File: src/rtl/uart_pkg.sv
// Shared types and helpers for the oversampling UART receiver.
// Build option: define UART_PARITY_EN to expect an even-parity bit after the data bits.
package uart_pkg;

    typedef enum logic [2:0] {
        IDLE   = 3'd0,
        START  = 3'd1,
        DATA   = 3'd2,
        PARITY = 3'd3,
        STOP   = 3'd4
    } uart_state_e;

    // Two-out-of-three majority of the mid-bit samples.
    function automatic logic maj3(input logic a, input logic b, input logic c);
        return (a & b) | (a & c) | (b & c);
    endfunction

    // Clocks per oversample tick; never below one so the prescaler always advances.
    function automatic int calc_div(input int clk_hz, input int baud, input int os);
        int d;
        d = clk_hz / (baud * os);
        if (d < 1) begin
            d = 1;
        end else begin
            d = d;
        end
        return d;
    endfunction

endpackage

File: src/rtl/uart_os_tick.sv
// Oversample prescaler: one-clock stick every DIV clocks, realigned by restart
// so the first sample of a frame lands a fixed distance after the start edge.
module uart_os_tick #(
    parameter int DIV = 325
) (
    input  logic clk,
    input  logic rst_n,
    input  logic restart,
    output logic stick
);

    localparam int CNT_W = (DIV > 1) ? $clog2(DIV) : 1;
    localparam logic [CNT_W-1:0] CNT_LAST = CNT_W'(DIV - 1);

    logic [CNT_W-1:0] cnt_r;
    logic             stick_r;

    // Divide counter with registered tick output; restart zeroes the phase.
    always_ff @(posedge clk or negedge rst_n) begin
        if (!rst_n) begin
            cnt_r   <= '0;
            stick_r <= 1'b0;
        end else if (restart) begin
            cnt_r   <= '0;
            stick_r <= 1'b0;
        end else if (cnt_r == CNT_LAST) begin
            cnt_r   <= '0;
            stick_r <= 1'b1;
        end else begin
            cnt_r   <= cnt_r + CNT_W'(1);
            stick_r <= 1'b0;
        end
    end

    assign stick = stick_r;

endmodule

File: src/rtl/uart_rx_os.sv
// Oversampling UART receiver (8N1 by default, LSB first, idle high) with a
// one-entry valid/ready holding register and false-start/framing/overrun detection.
// Build option: define UART_PARITY_EN for an even-parity bit (11-bit frame).
module uart_rx_os
    import uart_pkg::*;
#(
    parameter int CLK_HZ     = 50_000_000,
    parameter int BAUD       = 9600,
    parameter int OVERSAMPLE = 16,
    parameter int DATA_BITS  = 8
) (
    input  logic                 clk,
    input  logic                 rst_n,
    input  logic                 rx,
    output logic [DATA_BITS-1:0] data_out,
    output logic                 valid,
    input  logic                 ready,
    output logic                 busy,
    output logic                 frame_err,
    output logic                 overrun,
    output logic                 parity_err
);

    localparam int DIV    = calc_div(CLK_HZ, BAUD, OVERSAMPLE);
    localparam int SIDX_W = $clog2(OVERSAMPLE);
    localparam int BCNT_W = (DATA_BITS > 1) ? $clog2(DATA_BITS) : 1;

    localparam logic [SIDX_W-1:0] S_V0  = SIDX_W'(OVERSAMPLE / 2 - 1);
    localparam logic [SIDX_W-1:0] S_V1  = SIDX_W'(OVERSAMPLE / 2);
    localparam logic [SIDX_W-1:0] S_V2  = SIDX_W'(OVERSAMPLE / 2 + 1);
    localparam logic [SIDX_W-1:0] S_END = SIDX_W'(OVERSAMPLE - 1);
    localparam logic [BCNT_W-1:0] B_LAST = BCNT_W'(DATA_BITS - 1);

`ifdef UART_PARITY_EN
    localparam uart_state_e AFTER_DATA = PARITY;

    // Even parity: data plus parity bit must hold an even number of ones.
    function automatic logic parity_bad(input logic [DATA_BITS-1:0] d, input logic p);
        return (^d) ^ p;
    endfunction
`else
    localparam uart_state_e AFTER_DATA = STOP;
`endif

    // Synchronizer and edge history
    logic rx_meta_r, rx_sync_r, rx_prev_r;
    logic fall_s;

    // Frame state
    uart_state_e          state_r, state_nxt;
    logic [SIDX_W-1:0]    sidx_r, sidx_nxt;
    logic [BCNT_W-1:0]    bitcnt_r, bitcnt_nxt;
    logic [DATA_BITS-1:0] shreg_r, shreg_nxt;
    logic                 samp0_r, samp0_nxt;
    logic                 samp1_r, samp1_nxt;
    logic                 vote_s;
    logic                 stick_s;
    logic                 restart_s;
    logic                 commit_s;
    logic                 ferr_s;
    logic                 perr_s;

    // Output registers
    logic [DATA_BITS-1:0] data_out_r;
    logic                 valid_r, busy_r, frame_err_r, overrun_r;

`ifdef UART_PARITY_EN
    logic par_bit_r, par_bit_nxt;
    logic parity_err_r;
`endif

    uart_os_tick #(.DIV(DIV)) u_tick (
        .clk     (clk),
        .rst_n   (rst_n),
        .restart (restart_s),
        .stick   (stick_s)
    );

    // Two-flop synchronizer on the asynchronous line plus one history flop for edge detect.
    always_ff @(posedge clk or negedge rst_n) begin
        if (!rst_n) begin
            rx_meta_r <= 1'b1;
            rx_sync_r <= 1'b1;
            rx_prev_r <= 1'b1;
        end else begin
            rx_meta_r <= rx;
            rx_sync_r <= rx_meta_r;
            rx_prev_r <= rx_sync_r;
        end
    end

    assign fall_s = rx_prev_r & ~rx_sync_r;
    assign vote_s = maj3(samp0_r, samp1_r, rx_sync_r);

    // Frame state registers.
    always_ff @(posedge clk or negedge rst_n) begin
        if (!rst_n) begin
            state_r  <= IDLE;
            sidx_r   <= '0;
            bitcnt_r <= '0;
            shreg_r  <= '0;
            samp0_r  <= 1'b1;
            samp1_r  <= 1'b1;
        end else begin
            state_r  <= state_nxt;
            sidx_r   <= sidx_nxt;
            bitcnt_r <= bitcnt_nxt;
            shreg_r  <= shreg_nxt;
            samp0_r  <= samp0_nxt;
            samp1_r  <= samp1_nxt;
        end
    end

`ifdef UART_PARITY_EN
    // Received parity bit, captured at its mid-bit vote.
    always_ff @(posedge clk or negedge rst_n) begin
        if (!rst_n) begin
            par_bit_r <= 1'b0;
        end else begin
            par_bit_r <= par_bit_nxt;
        end
    end
`endif

    // Next-state logic: sample index, mid-bit sampling, bit assembly and frame decisions.
    always_comb begin
        state_nxt  = state_r;
        sidx_nxt   = sidx_r;
        bitcnt_nxt = bitcnt_r;
        shreg_nxt  = shreg_r;
        samp0_nxt  = samp0_r;
        samp1_nxt  = samp1_r;
        restart_s  = 1'b0;
        commit_s   = 1'b0;
        ferr_s     = 1'b0;
        perr_s     = 1'b0;
`ifdef UART_PARITY_EN
        par_bit_nxt = par_bit_r;
`endif

        // Sample index advance and early mid-bit samples while a frame is active
        if (stick_s && (state_r != IDLE)) begin
            sidx_nxt = (sidx_r == S_END) ? '0 : (sidx_r + SIDX_W'(1));
            if (sidx_r == S_V0) begin
                samp0_nxt = rx_sync_r;
            end else if (sidx_r == S_V1) begin
                samp1_nxt = rx_sync_r;
            end else begin
                samp0_nxt = samp0_r;
                samp1_nxt = samp1_r;
            end
        end else begin
            sidx_nxt = sidx_r;
        end

        case (state_r)
            IDLE: begin
                // Only an edge starts a frame; a line stuck low stays idle.
                if (fall_s) begin
                    state_nxt = START;
                    sidx_nxt  = '0;
                    restart_s = 1'b1;
                end else begin
                    state_nxt = IDLE;
                end
            end

            START: begin
                if (stick_s && (sidx_r == S_V2) && vote_s) begin
                    state_nxt = IDLE;
                end else if (stick_s && (sidx_r == S_END)) begin
                    state_nxt  = DATA;
                    bitcnt_nxt = '0;
                end else begin
                    state_nxt = START;
                end
            end

            DATA: begin
                if (stick_s && (sidx_r == S_V2)) begin
                    shreg_nxt[bitcnt_r] = vote_s;
                end else begin
                    shreg_nxt = shreg_r;
                end
                if (stick_s && (sidx_r == S_END)) begin
                    if (bitcnt_r == B_LAST) begin
                        state_nxt = AFTER_DATA;
                    end else begin
                        bitcnt_nxt = bitcnt_r + BCNT_W'(1);
                    end
                end else begin
                    state_nxt = DATA;
                end
            end

`ifdef UART_PARITY_EN
            PARITY: begin
                if (stick_s && (sidx_r == S_V2)) begin
                    par_bit_nxt = vote_s;
                end else begin
                    par_bit_nxt = par_bit_r;
                end
                if (stick_s && (sidx_r == S_END)) begin
                    state_nxt = STOP;
                end else begin
                    state_nxt = PARITY;
                end
            end
`endif

            STOP: begin
                // Decide at mid-bit so the next start edge can be caught promptly.
                if (stick_s && (sidx_r == S_V2)) begin
                    state_nxt = IDLE;
`ifdef UART_PARITY_EN
                    if (parity_bad(shreg_r, par_bit_r)) begin
                        perr_s = 1'b1;
                    end else if (!vote_s) begin
                        ferr_s = 1'b1;
                    end else begin
                        commit_s = 1'b1;
                    end
`else
                    if (!vote_s) begin
                        ferr_s = 1'b1;
                    end else begin
                        commit_s = 1'b1;
                    end
`endif
                end else begin
                    state_nxt = STOP;
                end
            end

            default: begin
                state_nxt = IDLE;
            end
        endcase
    end

    // Holding register, handshake and status pulses.
    always_ff @(posedge clk or negedge rst_n) begin
        if (!rst_n) begin
            data_out_r  <= '0;
            valid_r     <= 1'b0;
            busy_r      <= 1'b0;
            frame_err_r <= 1'b0;
            overrun_r   <= 1'b0;
        end else begin
            busy_r      <= (state_nxt != IDLE);
            frame_err_r <= ferr_s;
            overrun_r   <= 1'b0;
            if (commit_s) begin
                if (!valid_r || ready) begin
                    data_out_r <= shreg_r;
                    valid_r    <= 1'b1;
                end else begin
                    overrun_r  <= 1'b1;
                end
            end else if (valid_r && ready) begin
                valid_r <= 1'b0;
            end else begin
                valid_r <= valid_r;
            end
        end
    end

`ifdef UART_PARITY_EN
    // Parity error pulse, aligned with the other status pulses.
    always_ff @(posedge clk or negedge rst_n) begin
        if (!rst_n) begin
            parity_err_r <= 1'b0;
        end else begin
            parity_err_r <= perr_s;
        end
    end

    assign parity_err = parity_err_r;
`else
    assign parity_err = 1'b0;
`endif

    assign data_out  = data_out_r;
    assign valid     = valid_r;
    assign busy      = busy_r;
    assign frame_err = frame_err_r;
    assign overrun   = overrun_r;

endmodule

File: config.mk
export PLATFORM = sky130hd
export DESIGN_NAME = uart_rx_os
export DESIGN_NICKNAME = d
export VERILOG_FILES = /design/src/rtl/uart_pkg.sv /design/src/rtl/uart_os_tick.sv /design/src/rtl/uart_rx_os.sv
export SDC_FILE = /design/constraint.sdc
export NUM_CORES = 1
export LEC_CHECK = 0
export CORE_MARGIN = 3
export CORE_UTILIZATION = 61
export CTS_CLUSTER_SIZE = 40
export DETAILED_ROUTE_END_ITERATION = 6
export HOLD_SLACK_MARGIN = 0.02
export PLACE_DENSITY = 0.83
export SLEW_MARGIN = 20
export SYNTH_ARGS = -nofsm -noshare
export SYNTH_HDL_FRONTEND = slang
export SYNTH_SLANG_ARGS = --single-unit
File: constraint.sdc
create_clock -name clk -period 3.9 [get_ports clk]
set_input_delay 0.78 -clock clk [delete_from_list [all_inputs] [get_ports clk]]
set_output_delay 0.78 -clock clk [all_outputs]
set_load 0.02 [all_outputs]
==> results.json <==
{
  "initial_core_util_pct": 66.8,
  "holdBufCountCts": 0,
  "drive_above_1_share_pct": 18.4,
  "tightest_slew_ns": 0.928,
  "clock_latency_ns": 0.35,
  "clock_sinks": 45,
  "total_power_w": 0.000906,
  "cts_tree": "yes",
  "die_area_mm2": 0.00425,
  "final.min_clock_period_ns": 2.13,
  "root_buffer": "clkbuf_4",
  "htreeDepth": 2,
  "io_buffers": 15,
  "crit_arrival_ns": 1.35,
  "instances_no_fill": 240,
  "dp_hpwl_um": 2470,
  "drc": 0,
  "ff_latch_area_mm2": 0.00113,
  "rsz0062_at_grt": "false",
  "die_h_um": 65.2,
  "grt_pass1_wl_um": 6050,
  "antenna_found_initial": 0,
  "setup.worst_path.class": "reg -> out",
  "rows": 20,
  "cts_buffers": 5,
  "dpl.cell_count": 232,
  "fin_setup_tns_ns": 0,
  "wirelength_um": 3470,
  "area_delta_synth_final_pct": 9.95,
  "grt_pass1_vias": 1358,
  "wl_per_cell_um": 14.5,
  "num-fill-cells": 223,
  "timing.final.crit_share_pct": 54.6,
  "track_usage_pct": 18.5,
  "ys_warn_count": 0,
  "yosysUniqueCellTypes": 39,
  "gr-total-overflow": 0,
  "antenna_cells": 0,
  "clockBufferDepth": 2,
  "vias": 1391,
  "slew_headroom_pct": 38.1,
  "cp.required_ns": 3.12,
  "final-setup-viol-count": 0,
  "multi_input_area_um2": 933,
  "dp_slack_ns": 1.89,
  "ir_worst_vdd_v": 0.000219,
  "cts-resized-gates": 0,
  "nets": 206,
  "power_density_mw_per_mm2": 385,
  "crit_path_top_delay_cell": "clkdlybuf4s50_1",
  "syn_avg_cell_area_um2": 11.7,
  "die_x_um": 65.2,
  "core_mm2": 0.00320,
  "max_stage_delay_ns": 0.61,
  "p_leak_nw": 1.12,
  "ant_nets": 0,
  "hold_path.class": "reg -> reg",
  "ys_seq_area_share_pct": 53.0,
  "cts_setup_buffers": 0,
  "io_pins": 17,
  "path_delay_family": "buffers and inverters",
  "fmax_mhz": 470,
  "cap_violations": 0,
  "drt-vias-per-instance": 5.80,
  "maxSlewViolCount": 0,
  "crit_path_start_kind": "register",
  "path_cells": "clkdlybuf4s50_1",
  "crit_buf_inv": 1,
  "firstDrtPassIters": 4,
  "critPathMaxFanout": 2,
  "ys_ff_latch": 45,
  "drt_iter0_drc": 102,
  "fin_worst_skew_ns": 0.0118,
  "grt_max_degree": 46,
  "outcome": "finished clean",
  "syn_inst": 182,
  "netlist_area_mm2": 0.00214,
  "routabilityCongestion": 0.849,
  "synth_fp_nets": 193,
  "cp-end-kind": "output pin",
  "hold_viol": 0,
  "fin_ws_ns": 1.77,
  "clkTransAtPathRegs_ns": 0.12
}
==> placed cells by master (no fill, tap or decap), drive strengths merged, types with 2 or more instances in the layout <==
cell           netlist  final
dfrtp               40     40
nor2                22     22
mux2                19     19
clkdlybuf4s50        0     14
nand2               13     13
nand3                8      8
xor2                 7      7
ha                   7      7
clkbuf               1      7
nor3b                6      6
nand3b               5      5
dfstp                5      5
inv                  4      4
nand4                4      4
nor3                 3      3
o21ai                3      3
xnor2                3      3
and3                 3      3
a21oi                2      2
and4                 2      2
nor2b                2      2
nor4bb               2      2
a22o                 2      2
nand2b               2      2
==> Yosys cell counts <==
library cell,n,area share [%]
dfrtp_1,40,47
nor2_1,22,3.9
nand2_1,13,2.3
mux2_2,11,5.8
mux2_4,8,5.6
nand3_1,8,1.9
ha_1,7,4.1
xor2_1,7,2.9
dfstp_2,5,6.1
nand3b_1,5,1.8
nor3b_1,5,1.8
buf_2,4,0.94
inv_1,4,0.70
and3_1,3,0.88
buf_4,3,1.1
nand4_1,3,0.88
nor3_1,3,0.70
o21ai_0,3,0.70
xnor2_1,3,1.2
a21oi_1,2,0.47
a22o_1,2,0.82
and4_1,2,0.82
nor2b_1,2,0.59
nor4bb_1,2,0.94
a22oi_1,1,0.35
a31oi_1,1,0.29
and4b_1,1,0.47
buf_6,1,0.53
clkbuf_1,1,0.18
conb_1,1,0.18
maj3_1,1,0.47
nand2b_1,1,0.29
nand2b_4,1,0.64
nand4_4,1,0.99
nand4b_1,1,0.41
nor3b_2,1,0.59
o2111ai_1,1,0.41
o31ai_1,1,0.35
or3_1,1,0.29
==> kinds of logic after synthesis <==
family,count (synthesis),synth area share (%)
and+or+nand+nor,75,20.0
DFF,45,53.0
muxes,19,11.4
buffers and inverters,13,3.39
AOI/OAI and AO/OA,11,3.39
xor gates and xnor gates,10,4.10
adders and majority gates,8,4.56
other,1,0.175
==> metrics by stage <==
stage / util, % / hold slack (ns) / cell area [µm²]
2_1_floorplan: - / 0.345 / 2140
3_3_place_gp: 71.2 / 0.349 / 2280
3_5_place_dp: 71.2 / 0.350 / 2280
4_1_cts: 73.4 / 0.367 / 2350
5_1_grt: 73.4 / 0.373 / 2350
6_report: 73.4 / 0.365 / 2350
==> where the power goes <==
| part | total, W | switching [W] | internal, W |
|---|---|---|---|
| registers | 0.000555 | 0.0000501 | 0.000505 |
| clock network | 0.000246 | 0.000142 | 0.000105 |
| logic | 0.000105 | 0.0000545 | 0.0000502 |
==> sequential cells by signal (all words and copies together) (netlist names), 3 cells and up <==
name / count
u_tick.cnt_r: 9
data_out: 8
shreg_r: 8
sidx_r: 4
bitcnt_r: 3
state_r: 3
==> final timing paths <==
check	startpoint	to	slack [ns]	depth (start not counted)
worst max-delay path	data_out[0]$_DFFE_PN0P_	data_out[0]	1.77	1
worst max register to register	sidx_r[1]$_DFF_PN0_	shreg_r[4]$_DFFE_PN0P_	1.90	6
worst min register to register	rx_meta_r$_DFF_PN1_	rx_sync_r$_DFF_PN1_	0.36	0
min in group asynchronous	rst_n	u_tick.cnt_r[4]$_DFF_PN0_	0.54	1
worst min-delay path	rx_meta_r$_DFF_PN1_	rx_sync_r$_DFF_PN1_	0.36	0
max in group asynchronous	rst_n	data_out[2]$_DFFE_PN0P_	2.77	1
==> routing by layer <==
layer  up-vias  GRT usage, %  wire (µm)
li1        652             -          -
met2        41          29.8       1690
met1       689          23.9       1560
met3         9          4.96        180
met5         -             0          0
met4         0          6.74         50
==> layout make-up <==
class                   count  share of cell area (%)
clock buffers               7                    2.77
clock inverters             1                   0.213
inverters                   4                   0.639
multi-input cells         124                    39.7
flip-flops and latches     45                    48.2
well taps                  44                    2.34
repair buffers             15                    6.17
Power figures use the tool's default switching activity.
